### src/rtl/tff_bank_pkg.sv
// Shared definitions for the T flip-flop bank: mode encodings.
package tff_bank_pkg;

    localparam logic [1:0] MODE_TOGGLE = 2'b00;
    localparam logic [1:0] MODE_UP     = 2'b01;
    localparam logic [1:0] MODE_DN     = 2'b10;
    localparam logic [1:0] MODE_HOLD   = 2'b11;

endpackage

### src/rtl/tff_ovr_ctrl.sv
// Per-bit hardware override: holds the force mask/value and muxes them over
// the architectural state to form the effective output.
module tff_ovr_ctrl #(
    parameter int unsigned WIDTH = 8
) (
    input  logic             clk_i,
    input  logic             reset_i,
    input  logic             ovr_set_i,
    input  logic [WIDTH-1:0] ovr_mask_i,
    input  logic [WIDTH-1:0] ovr_data_i,
    input  logic [WIDTH-1:0] state_i,
    output logic [WIDTH-1:0] q_o,
    output logic [WIDTH-1:0] sel_o
);

    logic [WIDTH-1:0] ovr_en_q, ovr_en_d;
    logic [WIDTH-1:0] ovr_val_q, ovr_val_d;

    always_comb begin
        ovr_en_d  = ovr_en_q;
        ovr_val_d = ovr_val_q;
        if (ovr_set_i) begin
            ovr_en_d  = ovr_mask_i;
            ovr_val_d = ovr_data_i;
        end
    end

    always_ff @(posedge clk_i) begin
        if (reset_i) begin
            ovr_en_q  <= '0;
            ovr_val_q <= '0;
        end else begin
            ovr_en_q  <= ovr_en_d;
            ovr_val_q <= ovr_val_d;
        end
    end

    assign q_o   = (state_i & ~ovr_en_q) | (ovr_val_q & ovr_en_q);
    assign sel_o = ovr_en_q;

endmodule

### src/rtl/tff_bank.sv
// Bank of T flip-flops with parallel load, per-bit override and an optional
// chained up/down counter mode with terminal-count pulse.
module tff_bank
    import tff_bank_pkg::*;
#(
    parameter int unsigned WIDTH    = 8,
    parameter int unsigned SATURATE = 0,
    parameter int unsigned STICKY   = 1
) (
    input  logic             clk_i,
    input  logic             reset_i,
    input  logic [1:0]       mode_i,
    input  logic [WIDTH-1:0] t_i,
    input  logic             load_i,
    input  logic [WIDTH-1:0] load_val_i,
    input  logic             ovr_set_i,
    input  logic [WIDTH-1:0] ovr_mask_i,
    input  logic [WIDTH-1:0] ovr_data_i,
    output logic [WIDTH-1:0] q_o,
    output logic [WIDTH-1:0] q_bar_o,
    output logic             tc_o
);

    localparam logic [WIDTH-1:0] Ones = '1;
    localparam logic [WIDTH-1:0] Zero = '0;
    localparam logic [WIDTH-1:0] One  = WIDTH'(1);
    localparam bit Sat = (SATURATE != 0);
    localparam bit Stk = (STICKY != 0);

    logic [WIDTH-1:0] state_q, state_d;
    logic             tc_q, tc_d;
    logic [WIDTH-1:0] q_eff, ovr_sel;
    logic [WIDTH-1:0] opnd, nxt;

    tff_ovr_ctrl #(
        .WIDTH (WIDTH)
    ) u_ovr_ctrl (
        .clk_i      (clk_i),
        .reset_i    (reset_i),
        .ovr_set_i  (ovr_set_i),
        .ovr_mask_i (ovr_mask_i),
        .ovr_data_i (ovr_data_i),
        .state_i    (state_q),
        .q_o        (q_eff),
        .sel_o      (ovr_sel)
    );

    // Non-sticky overrides leave the internal state evolving on its own value.
    assign opnd = Stk ? q_eff : state_q;

    always_comb begin
        nxt  = opnd;
        tc_d = 1'b0;
        case (mode_i)
            MODE_TOGGLE: nxt = opnd ^ t_i;
            MODE_UP: begin
                if (t_i[0]) begin
                    if (opnd == Ones) begin
                        nxt  = Sat ? Ones : Zero;
                        tc_d = !Sat;
                    end else begin
                        nxt  = opnd + One;
                        tc_d = Sat && (opnd == Ones - One);
                    end
                end
            end
            MODE_DN: begin
                if (t_i[0]) begin
                    if (opnd == Zero) begin
                        nxt  = Sat ? Zero : Ones;
                        tc_d = !Sat;
                    end else begin
                        nxt  = opnd - One;
                        tc_d = Sat && (opnd == One);
                    end
                end
            end
            default: nxt = opnd;
        endcase
        if (Stk) begin
            nxt = (nxt & ~ovr_sel) | (q_eff & ovr_sel);
        end
        state_d = nxt;
        if (load_i) begin
            state_d = load_val_i;
            tc_d    = 1'b0;
        end
    end

    always_ff @(posedge clk_i) begin
        if (reset_i) begin
            state_q <= '0;
            tc_q    <= 1'b0;
        end else begin
            state_q <= state_d;
            tc_q    <= tc_d;
        end
    end

    assign q_o     = q_eff;
    assign q_bar_o = ~q_eff;
    assign tc_o    = tc_q;

endmodule

### config.mk
export PLATFORM = sky130hd
export DESIGN_NAME = tff_bank
export DESIGN_NICKNAME = d
export VERILOG_FILES = /design/src/rtl/tff_bank_pkg.sv /design/src/rtl/tff_ovr_ctrl.sv /design/src/rtl/tff_bank.sv
export SDC_FILE = /design/constraint.sdc
export NUM_CORES = 1
export LEC_CHECK = 0
export BUFFER_PORTS_ARGS = -buffer_cell sky130_fd_sc_hd__buf_2
export CAP_MARGIN = 5
export CORE_AREA = 3 3 78 80
export DETAILED_ROUTE_END_ITERATION = 7
export DIE_AREA = 0 0 81 83
export GPL_ROUTABILITY_DRIVEN = 0
export PLACE_DENSITY = 0.57
export SYNTH_ARGS = -nofsm -noshare
export SYNTH_HDL_FRONTEND = slang
export SYNTH_HIERARCHICAL = 1
export SYNTH_SLANG_ARGS = --single-unit
### constraint.sdc
create_clock -name clk_i -period 5.5 [get_ports clk_i]
set_input_delay 0.55 -clock clk_i [delete_from_list [all_inputs] [get_ports clk_i]]
set_output_delay 0.55 -clock clk_i [all_outputs]
set_load 0.03 [all_outputs]
# == Word-level counts from Yosys, hierarchy flattened ==
# Cells that the tools add are included.
# classes
n_eq_ne,3
bitwise,9
mux,11
n_reduce_logical,3
add_sub_neg,2
# op_table
cell,n
8-bit two-way mux,5
8-bit AND,4
8-bit case mux with 3 select lines,1
8-bit inverter,2
8-bit bitwise OR,2
8-bit by 1-bit adder with 8-bit output (second input constant),1
8-bit equality test (second input constant),1
8-bit zero test,1
8-bit by 1-bit subtractor with 8-bit output (second input constant),1
8-bit bitwise XOR,1
1-bit two-way mux,4
2-bit by 1-bit equality test with 1-bit output (second input constant),1
2-bit equality test (second input constant),1
2-bit zero test,1
1-bit case mux with 2 select lines,1
2-bit OR reduction,1
# word_totals
regBits,25
out_inout_bits,17
inputBits,38
elab_cells,32

# == Logic depth before layout (Yosys ltp) ==
# depth
word_depth,10
ltp_mapped,7
depth_no_buf,7

# == Modules after synthesis ==
# Netlist, hierarchy kept.
# modules_own_cells
mod,cells_per_inst,area_each_um2,instances
tff_bank,161,1226.2,1
tff_ovr_ctrl,60,670.6,1

# == Worst setup path after synthesis ==
# No wires, ideal clock.
# synth_path
path_kind,register to register
start,register u_ovr_ctrl.ovr_en_q[0] (netlist: u_ovr_ctrl/sel_o[0])
end,register state_q[6]
stages_incl_launch_ff,8
setup_slack_ns,3.212
n_path_buf,0
t_arrival_ns,2.185
path_cell_list,dfxtp_1 -> mux2_2 -> inv_1 -> ha_1 -> nor3b_2 -> o211a_1 -> o211ai_2 -> a2111oi_2
# synth_between
elab_chain_len,10
elab_cells_between_ends,16
classes_between,add/sub (2); eq/ne (1); mux (6); bitwise (6); reduce/logical (1)
# synth_rtl
element,line_no,source
from (decl),tff_ovr_ctrl.sv:16,"logic [WIDTH-1:0] ovr_en_q, ovr_en_d;"
from (signal assigned),tff_ovr_ctrl.sv:33,ovr_en_q <= ovr_en_d;
8-bit inverter,tff_ovr_ctrl.sv:38,assign q_o = (state_i & ~ovr_en_q) | (ovr_val_q & ovr_en_q);
8-bit AND,tff_ovr_ctrl.sv:38,
8-bit bitwise OR (*),tff_ovr_ctrl.sv:38,
via q_o[0],tff_bank.sv:19,"output logic [WIDTH-1:0] q_o,"
"8-bit by 1-bit subtractor with 8-bit output, or another cell as far along",tff_bank.sv:73,nxt = opnd - One;
8-bit two-way mux (on tied branches),"tff_bank.sv:69, tff_bank.sv:58",
8-bit two-way mux (on tied branches),"tff_bank.sv:68, tff_bank.sv:57",
8-bit case mux with 3 select lines (*),tff_bank.sv:54,case (mode_i)
8-bit AND (*),tff_bank.sv:81,nxt = (nxt & ~ovr_sel) | (q_eff & ovr_sel);
8-bit bitwise OR (*),tff_bank.sv:81,
8-bit two-way mux (*),tff_bank.sv:84,if (load_i) begin
to (signal assigned),tff_bank.sv:95,state_q <= state_d;
to (decl),tff_bank.sv:30,"logic [WIDTH-1:0] state_q, state_d;"
# Mark *: on every way through the listed nets, which the timed path passes. The rest lies on a longest branch.
# A chain may end at the register's enable or synchronous reset.

# == Final worst setup path ==
# layout_path
start,register u_ovr_ctrl.ovr_en_q[0] (netlist: u_ovr_ctrl/sel_o[0])
end,register state_q[6]
# layout_between
elab_chain_len,10
elab_cells_between_ends,16
classes_between,add/sub (2); eq/ne (1); mux (6); bitwise (6); reduce/logical (1)
# layout_rtl
element,line_no
8-bit inverter,tff_ovr_ctrl.sv:38
8-bit AND,tff_ovr_ctrl.sv:38
8-bit bitwise OR (*),tff_ovr_ctrl.sv:38
"8-bit by 1-bit subtractor with 8-bit output, or another cell as far along",tff_bank.sv:73
8-bit two-way mux (on tied branches),"tff_bank.sv:69, tff_bank.sv:58"
8-bit two-way mux (on tied branches),"tff_bank.sv:68, tff_bank.sv:57"
8-bit case mux with 3 select lines (*),tff_bank.sv:54
8-bit AND (*),tff_bank.sv:81
8-bit bitwise OR (*),tff_bank.sv:81
8-bit two-way mux (*),tff_bank.sv:84
# Mark *: on every way between the ends. The rest lies on a longest branch, timed or not.

==> insert_results.sql <==
INSERT INTO impl_metrics (metric_group, metric, value, unit) VALUES
('outcome', 'status', 'finished, final reports clean', ''),
('die', 'initial_core_util', '0.3466', ''),
('clocking', 'clock_latency_on_the_worst_skew_pair', '280', 'ps'),
('synthesis', 'yosys.area_share.xor_xnor', '0.03694', ''),
('min_path', 'min_path_type', 'register to register', ''),
('die', 'placeableCoreArea', '5473', 'um2'),
('drt', 'antenna_left', '0', ''),
('placement', 'number_of_instances_in_the_placed_design', '329', ''),
('timing', 'finalHoldViolations', '0', ''),
('clocking', 'post_cts.resized_instances', '0', ''),
('timing', 'endpoints_failing_setup', '0', ''),
('clocking', 'cts-buffers-inserted', '3', ''),
('timing', 'transition_time_at_the_pin_with_the_least_slew_margin', '609.4', 'ps'),
('timing', 'final-max-slew-violation-count', '0', ''),
('drt', 'vias', '1773', ''),
('synthesis', 'synth_warnings', '6', ''),
('min_path', 'worst_hold_path.num_cells', '2', ''),
('clocking', 'ctsRootBufferMaster', 'sky130_fd_sc_hd__clkbuf_8', ''),
('timing', 'post-route-period-util', '0.4141', ''),
('placement', 'detailed_place_hpwl', '3.846', 'mm'),
('global_route', 'number_of_global_route_vias_before_repair', '1682', ''),
('die', 'floorplan_die_height', '83', 'um'),
('timing', 'grt_setup_unrepaired', 'no', ''),
('worst_setup_path', 'worst_r2r_end', 'state_q[6]', ''),
('synthesis', 'synth-async-reset-ratio', '0', ''),
('die', 'die_area', '6723', 'um2'),
('drt', 'avg_vias_per_cell', '5.324', ''),
('clocking', 'tritoncts', 'built', ''),
('run', 'maxcap_violations', '0', ''),
('global_route', 'groute.usage.overall', '0.1554', ''),
('synthesis', 'yosys.area_share.simple', '0.1807', ''),
('drt', 'route.detailed.drc', '0', ''),
('timing', 'fin_tns_setup', '0', 'ps'),
('clocking', 'cts.reportedPaths.clkPinSlew', '100', 'ps'),
('worst_setup_path', 'regToRegSetupSlack', '3220', 'ps'),
('layout', 'antennaDiodeCount', '0', ''),
('synthesis', 'synth_sequential_area_ratio', '0.2639', ''),
('clocking', 'htreeDepth', '1', ''),
('synthesis', 'number_of_synthesized_register_bits', '25', ''),
('worst_setup_path', 'critPathLaunch', 'u_ovr_ctrl/sel_o[0]', ''),
('synthesis', 'post-synth-top-area-cell', 'sky130_fd_sc_hd__dfxtp_1', ''),
('layout', 'post_route_cells_drive_above_1_share', '0.2950', ''),
('worst_setup_path', 'critical_path.max_stage_delay', '420', 'ps'),
('min_path', 'timing.hold.worst_endpoint', 'u_ovr_ctrl/ovr_val_q[5]', ''),
('timing', 'maxClockFrequency', '439.1', 'MHz'),
('drt', 'route.final.wire_length', '5.202', 'mm'),
('synthesis', 'synth_area_leaders', 'sky130_fd_sc_hd__dfxtp_1 26%, sky130_fd_sc_hd__mux2i_1 8.4%, sky130_fd_sc_hd__mux2_2 5.9%, sky130_fd_sc_hd__nor2_1 5.7%, sky130_fd_sc_hd__ha_1 4.6%', ''),
('worst_setup_path', 'critical_path.cell_chain', 'mux2_2 -> inv_1 -> ha_1 -> nor3b_2 -> o211a_1 -> o211ai_2 -> a2111oi_2', ''),
('layout', 'fill_cells', '590', ''),
('synthesis', 'synthesis.area', '1897', 'um2'),
('global_route', 'grt_remaining_overflow', '0', ''),
('clocking', 'hold_buf_count_cts', '0', ''),
('die', 'floorplan.io_pins', '55', ''),
('clocking', 'cts_setup_buffers', '0', ''),
('synthesis', 'synth_top_area_share', '0.2639', ''),
('worst_setup_path', 'timing.critical_path.to_type', 'register', ''),
('timing', 'finClkSkew', '4.952', 'ps'),
('min_path', 'hp-start', 'u_ovr_ctrl/ovr_val_q[5]', ''),
('synthesis', 'synth-edff-count', '0', ''),
('synthesis', 'muxShareOfSynthArea', '0.1438', ''),
('layout', 'final_core_utilization', '0.3989', ''),
('synthesis', 'synth.distinct_cells', '59', ''),
('power', 'power_per_standard_cell_area', '227.9', 'nW/um2'),
('synthesis', 'synth-adder-area-share', '0.04617', ''),
('drt', 'routedWlPerCell', '15.62', 'um'),
('clocking', 'clock_sinks', '25', ''),
('global_route', 'grt_pass1_wl', '8.321', 'mm'),
('worst_setup_path', 'r2r_start', 'u_ovr_ctrl/sel_o[0]', ''),
('synthesis', 'synthesis.nets', '266', ''),
('synthesis', 'syn_avg_cell_area', '8.583', 'um2'),
('timing', 'slew_headroom', '0.5938', '');
-- area by class of cell --
| cell class | count | share of cell area |
|---|---|---|
| multi-input cells | 164 | 0.5605 |
| flip-flops and latches | 25 | 0.2292 |
| repair buffers | 54 | 0.1238 |
| well taps | 72 | 0.04126 |
| inverters | 14 | 0.02407 |
| clock buffers | 3 | 0.01891 |
| clock inverters | 1 | 0.002292 |
-- per-stage QoR --
stage / instance area [um2] / power, W / hold WS [ps] / setup WS [ps]
after floorplan: 1897 / 0.0003434 / 454.4 / 3212
final: 2183 / 0.0004976 / 498.9 / 3223
after CTS: 2183 / 0.0005056 / 496.6 / 3218
after global routing: 2183 / 0.0005295 / 505.4 / 3032
after detailed placement: 2137 / 0.0003880 / 482.5 / 3251
after global placement: 2137 / 0.0003868 / 479.2 / 3336
-- cell usage after synthesis (all sizes together) (2+ instances only) --
cell type / number
a2111oi: 3
a211o: 4
a21oi: 8
a311oi: 3
a31oi: 4
buf: 13
clkbuf: 5
dfxtp: 25
ha: 7
inv: 13
mux2: 10
mux2i: 16
nand2: 5
nand3: 7
nand4: 5
nor2: 29
nor2b: 3
nor3: 6
nor3b: 2
o2111ai: 2
o211a: 2
o211ai: 6
o21a: 2
o21ai: 6
o21bai: 2
o31a: 2
xnor2: 3
xor2: 5
-- flip-flops by register name (all words and copies together), names as in the netlist --
signal,flops
tc_o,1
u_ovr_ctrl/sel_o,8
u_ovr_ctrl/ovr_val_q,8
state_q,8
-- worst max path at each step --
| stage | to | slack (ps) |
|---|---|---|
| final | state_q[6] | 3220 |
| after global routing | state_q[6] | 3030 |
| after CTS | state_q[6] | 3220 |
| after detailed placement | state_q[6] | 3250 |
| after global placement | state_q[4] | 3340 |
| after floorplan | state_q[6] | 3210 |
-- layer usage --
layer  track usage  routed length [um]  vias up
met4       0.03687                  62        0
met2        0.2517                2480       55
met3       0.03254                 323        6
met1        0.2086                2335      811
li1              -                   -      901
met5             0                   0        -
-- where the power goes --
group | switching [W] | internal, W | total [W]
sequential | 0.00000661 | 0.000193 | 0.000200
combinational | 0.000114 | 0.0000693 | 0.000183
clock | 0.0000636 | 0.0000508 | 0.000114
total | 0.000184 | 0.000313 | 0.000498
-- critical path: cells and delay by family, from the launching register on --
kind / cells / cell delay, ps
AO/OA/AOI/OAI: 3 / 660
multiplexers: 1 / 420
AND/OR/NAND/NOR: 1 / 410
flip-flops: 1 / 390
adder cells (fa/ha/maj): 1 / 180
buffers and inverters: 1 / 120
-- placed cells by master (no fill, tap or decap), types with 2 or more instances in the layout --
| cell | count |
|---|---|
| sky130_fd_sc_hd__a2111oi_0 | 2 |
| sky130_fd_sc_hd__dfxtp_1 | 25 |
| sky130_fd_sc_hd__ha_1 | 7 |
| sky130_fd_sc_hd__a21oi_1 | 8 |
| sky130_fd_sc_hd__nand2_1 | 5 |
| sky130_fd_sc_hd__a211o_1 | 3 |
| sky130_fd_sc_hd__nor2b_1 | 3 |
| sky130_fd_sc_hd__mux2_2 | 10 |
| sky130_fd_sc_hd__o31a_1 | 2 |
| sky130_fd_sc_hd__o21a_1 | 2 |
| sky130_fd_sc_hd__inv_1 | 13 |
| sky130_fd_sc_hd__o21bai_1 | 2 |
| sky130_fd_sc_hd__a31oi_1 | 4 |
| sky130_fd_sc_hd__nor3_1 | 6 |
| sky130_fd_sc_hd__a311oi_1 | 3 |
| sky130_fd_sc_hd__clkbuf_8 | 3 |
| sky130_fd_sc_hd__xnor2_1 | 3 |
| sky130_fd_sc_hd__nand3_1 | 7 |
| sky130_fd_sc_hd__o21ai_0 | 6 |
| sky130_fd_sc_hd__o2111ai_1 | 2 |
| sky130_fd_sc_hd__xor2_1 | 5 |
| sky130_fd_sc_hd__nand4_1 | 5 |
| sky130_fd_sc_hd__nor2_1 | 29 |
| sky130_fd_sc_hd__mux2i_1 | 16 |
| sky130_fd_sc_hd__buf_2 | 54 |
| sky130_fd_sc_hd__o211ai_1 | 5 |
| sky130_fd_sc_hd__o211a_1 | 2 |
-- cell families (layout without fill, tap and decap cells) --
group	Yosys count	in the layout
XOR/XNOR	8	8
buffers and inverters	32	72
AO/OA/AOI/OAI	58	58
AND/OR/NAND/NOR	65	65
flip-flops	25	25
multiplexers	26	26
adder cells (fa/ha/maj)	7	7
No activity file was read; power rests on OpenSTA's default activity.
